**src/rtl/move_arbiter.sv**
```systemverilog
// Direction-button front end: synchronise, debounce and edge-detect four buttons,
// queue presses, and issue them one at a time round-robin over valid/ready.
module move_arbiter #(
    parameter int DEBOUNCE_CYCLES = 500000
) (
    input  logic       clk,
    input  logic       rst,
    input  logic       up,
    input  logic       down,
    input  logic       left,
    input  logic       right,
    input  logic       move_ready,
    output logic       move_valid,
    output logic [1:0] move_dir,
    output logic [3:0] pending,
    output logic       dropped
);

    localparam int CNT_W = $clog2(DEBOUNCE_CYCLES);
    localparam logic [CNT_W-1:0] CNT_LAST = CNT_W'(DEBOUNCE_CYCLES - 1);

    typedef enum logic {
        IDLE,
        OFFER
    } state_t;

    logic [3:0]       raw;
    logic [3:0]       sync_p0;
    logic [3:0]       sync_p1;
    logic [3:0]       db_p2;
    logic [3:0]       db_prev;
    logic [3:0]       press_p3;
    logic [CNT_W-1:0] cnt [4];

    state_t     state;
    logic [1:0] last;
    logic       grant;
    logic [1:0] grant_idx;
    logic [3:0] grant_mask;

    // First requester strictly after `from`, wrapping mod 4.
    function automatic logic [1:0] pick(input logic [3:0] req, input logic [1:0] from);
        logic [1:0] idx;
        pick = from;
        for (int k = 3; k >= 0; k--) begin
            idx = from + 2'(k) + 2'd1;
            if (req[idx]) begin
                pick = idx;
            end
        end
    endfunction

    assign raw = {right, left, down, up};

    // Stage p0/p1: two-flop synchroniser
    always_ff @(posedge clk) begin
        if (rst) begin
            sync_p0 <= '0;
            sync_p1 <= '0;
        end else begin
            sync_p0 <= raw;
            sync_p1 <= sync_p0;
        end
    end

    // Stage p2: debounce, the stable bit follows only after an unbroken run of disagreement
    always_ff @(posedge clk) begin
        if (rst) begin
            db_p2 <= '0;
            for (int i = 0; i < 4; i++) begin
                cnt[i] <= '0;
            end
        end else begin
            for (int i = 0; i < 4; i++) begin
                if (sync_p1[i] == db_p2[i]) begin
                    cnt[i] <= '0;
                end else if (cnt[i] == CNT_LAST) begin
                    db_p2[i] <= sync_p1[i];
                    cnt[i]   <= '0;
                end else begin
                    cnt[i] <= cnt[i] + 1'b1;
                end
            end
        end
    end

    // Stage p3: rising-edge pulse of the debounced level
    always_ff @(posedge clk) begin
        if (rst) begin
            db_prev  <= '0;
            press_p3 <= '0;
        end else begin
            db_prev  <= db_p2;
            press_p3 <= db_p2 & ~db_prev;
        end
    end

    always_comb begin
        grant      = (state == IDLE) && (pending != 4'b0000);
        grant_idx  = pick(pending, last);
        grant_mask = grant ? (4'b0001 << grant_idx) : 4'b0000;
    end

    // A press landing on the bit being granted re-queues it rather than being lost.
    always_ff @(posedge clk) begin
        if (rst) begin
            pending <= '0;
            dropped <= 1'b0;
        end else begin
            pending <= (pending & ~grant_mask) | press_p3;
            if ((press_p3 & pending & ~grant_mask) != 4'b0000) begin
                dropped <= 1'b1;
            end
        end
    end

    always_ff @(posedge clk) begin
        if (rst) begin
            state      <= IDLE;
            move_valid <= 1'b0;
            move_dir   <= 2'd0;
            last       <= 2'd3;
        end else begin
            case (state)
                IDLE: begin
                    move_valid <= 1'b0;
                    if (grant) begin
                        move_dir   <= grant_idx;
                        last       <= grant_idx;
                        move_valid <= 1'b1;
                        state      <= OFFER;
                    end
                end
                OFFER: begin
                    if (move_ready) begin
                        move_valid <= 1'b0;
                        state      <= IDLE;
                    end
                end
                default: begin
                    move_valid <= 1'b0;
                    state      <= IDLE;
                end
            endcase
        end
    end

endmodule

```
**config.mk**
```make
export PLATFORM = sky130hd
export DESIGN_NAME = move_arbiter
export DESIGN_NICKNAME = d
export VERILOG_FILES = /design/src/rtl/move_arbiter.sv
export SDC_FILE = /design/constraint.sdc
export NUM_CORES = 1
export LEC_CHECK = 0
export ABC_AREA = 1
export CORE_MARGIN = 5
export CORE_UTILIZATION = 50
export DETAILED_ROUTE_END_ITERATION = 6
export GPL_ROUTABILITY_DRIVEN = 1
export PLACE_DENSITY = 0.67
export SLEW_MARGIN = 20
export SYNTH_ARGS = -nofsm -noshare
export SYNTH_HDL_FRONTEND = slang
export SYNTH_SLANG_ARGS = --single-unit
```
**constraint.sdc**
```tcl
create_clock -name clk -period 4.15 [get_ports clk]
set_input_delay 0.415 -clock clk [delete_from_list [all_inputs] [get_ports clk]]
set_output_delay 0.415 -clock clk [all_outputs]
set_load 0.02 [all_outputs]
```
==> metrics <==
unique cell type count in the Yosys netlist=44; final setup violation count=0; Critical Path RT=4.34 ns; RSZ-0062 raised after global routing=false; startpoint types=flip-flop; Synth Instances=673; DRT Wirelength=9.745 mm; Avg Cell Area, Syn=8.461 sq um; area of the mapped netlist=0.005694 sq mm; P per Cell Area=326.2 mW/mm^2; Initial DRC Count=186; CTS tree=done; Final Hold Viols=0; share of cells above drive strength 1=0.08820; maximum vdd ir drop=0.1741 mV; GRT overflow=0; Cells after DPL=898; nets@finish=777; DRC errors left=0; hold buffer count at CTS=0; number of global-route vias before repair=4087; Slew @ Worst Pin=0.6696 ns; GRT Overall Usage=0.1550; Std-Cell Rows=39; R2R setup slack=1.79 ns; clk_skew=0.01157 ns; final worst setup slack=1.791 ns; pin count of the biggest net entering global routing=29; H-tree depth=3; I/O pins=15; Static Leak=2.739 nW; Fin Hold WS=0.3882 ns; DIE AREA=0.01362 sq mm; Max Freq=423.8 MHz; port buffer count=14; Max Cap Viol=0; fin crit period=2.359 ns; worst-path maximum fanout=11; first-pass GRT wire length=17.15 mm; Clock Tree Root=clkbuf_16; Starting Density=0.5052; initial antenna violation count=0; clock sinks=107; Crit Path Class=reg -> reg; DP Wirelength=7.345 mm; total power=2.138 mW; # Post-CTS Setup Buffers=0; Die Span X=116.7 um; sequential fraction of the synthesis area=0.5098; placer congestion estimate=0.8994; core area=0.01127 sq mm; worst-case clock buffer depth=2; CTS buffer count=9; Syn. warnings=0; HP Class=reg -> reg; Layout Cells excl Fill=914; clock slew at reported path FFs=0.07 ns; worst rel slew slack=0.5520; Slew Limit Fails=0; P&R area growth vs syn=15.10%; # resized after CTS=0; Crit. End Element=flip-flop; Vias/cell=4.721; pre-CTS setup slack=1.475 ns; setup TNS=0 ns; fin area=0.006554 sq mm; status=complete, no violations; post-DR wirelength/cell=10.66 um; worst skew pair latency=0.35 ns; Filler cells=1028; placed cell area=0.006260 sq mm; Post-Route Utilization=0.5814; Arr. time, crit path=2.55 ns; ant diodes=0; Die Y=116.7 um; vias=4315; period utilisation layout=0.5685; first-pass iteration count of the detailed router=5; Detail Route Antenna Nets=0; Synth Register Bits=107
-- where the power goes --
part           switching, mW  internal [mW]  leakage (nW)
registers             0.0300           1.18          1.04
logic                 0.0630         0.0300          1.55
clock network          0.389          0.449         0.151
total                  0.482           1.66          2.74
-- sequential cells by signal, indices dropped and copies added (netlist names) --
name,cells
db_p2,4
dropped,1
cnt,76
move_dir,2
move_valid,1
db_prev,4
state,1
last,2
pending,4
sync_p0,4
press_p3,4
sync_p1,4
-- layout make-up --
| type | instances | area, sq um | area share |
|---|---|---|---|
| flip-flops and latches | 107 | 2903 | 0.4429 |
| multi-input cells | 514 | 2581 | 0.3939 |
| inverters | 119 | 449.2 | 0.06854 |
| clock buffers | 10 | 250.2 | 0.03818 |
| well taps | 143 | 178.9 | 0.02730 |
| repair buffers | 15 | 147.6 | 0.02253 |
| clock inverters | 6 | 43.79 | 0.006682 |
-- kinds of logic (layout without fill, tap and decap cells) --
group,Yosys count,in the layout,synth area share
AOI/OAI and AO/OA,83,83,0.08086
xor gates and xnor gates,20,20,0.03076
adders and majority gates,4,4,0.008790
buffers and inverters,127,150,0.08635
DFF,107,107,0.5098
other,1,76,0.0006586
and+or+nand+nor,331,331,0.2828
-- routing by layer --
| layer | wire length [um] | track usage | share of wire | up-vias |
|---|---|---|---|---|
| met3 | 271 | 0.03420 | 0.028 | 6 |
| met1 | 4648 | 0.1945 | 0.48 | 1946 |
| li1 | - | - | - | 2319 |
| met2 | 4741 | 0.2624 | 0.49 | 44 |
| met5 | 0 | 0 | 0 | - |
| met4 | 85 | 0.05734 | 0.0087 | 0 |
-- worst max-delay path, cell delays in order, from the launching register on --
cell	delay (ns)
edfxtp_1	0.43
ha_1	0.26
nand3_2	0.13
nor3_1	0.07
nand3_1	0.07
inv_1	0.06
nor2_1	0.52
clkinv_1	0.42
nor3b_1	0.26
-- cells in the mapped netlist, drive strengths merged --
library cell	n	area share
edfxtp	76	0.40
nor4	9	0.016
buf	7	0.0068
nand2	127	0.087
xnor2	5	0.0077
nor3b	6	0.0079
nor2	96	0.070
o21bai	2	0.0033
o211ai	2	0.0026
nand3	42	0.042
and3	1	0.0011
a41oi	1	0.0029
o41ai	1	0.0015
nand3b	2	0.0026
nor3	30	0.035
o21a	3	0.0040
ha	4	0.0088
xor2	15	0.023
a21oi	41	0.036
clkinv	1	0.00066
or2	3	0.0033
dfxtp	31	0.11
o21ai	31	0.028
inv	118	0.078
clkbuf	1	0.00066
nand4	15	0.018
a21o	2	0.0026
conb	1	0.00066
-- worst paths after layout --
kind	from	to	cells after the start
worst min-delay path	db_prev[3]	press_p3[3]	1
worst min register to register	db_prev[3]	press_p3[3]	1
worst max-delay path	cnt[1][0]	cnt[1][5]	8
worst max register to register	cnt[1][0]	cnt[1][5]	8
-- layout by cell type (no fill, tap or decap), types with 3 or more instances in the layout --
cell type / count
clkdlybuf4s50_1: 14
nand4_1: 14
nand3_2: 6
inv_4: 4
dfxtp_1: 31
inv_2: 8
o21a_1: 3
o21ai_0: 29
nor3b_1: 6
a21oi_1: 41
inv_1: 109
nor2_1: 84
conb_1: 76
nand2_2: 7
nand3_1: 36
nor3_2: 5
nor4_1: 6
nor3_1: 23
edfxtp_1: 76
xor2_1: 15
xnor2_1: 5
nor2_2: 10
nand2_1: 120
clkbuf_16: 10
or2_2: 3
ha_1: 4
(Power assumes the default switching activity.)
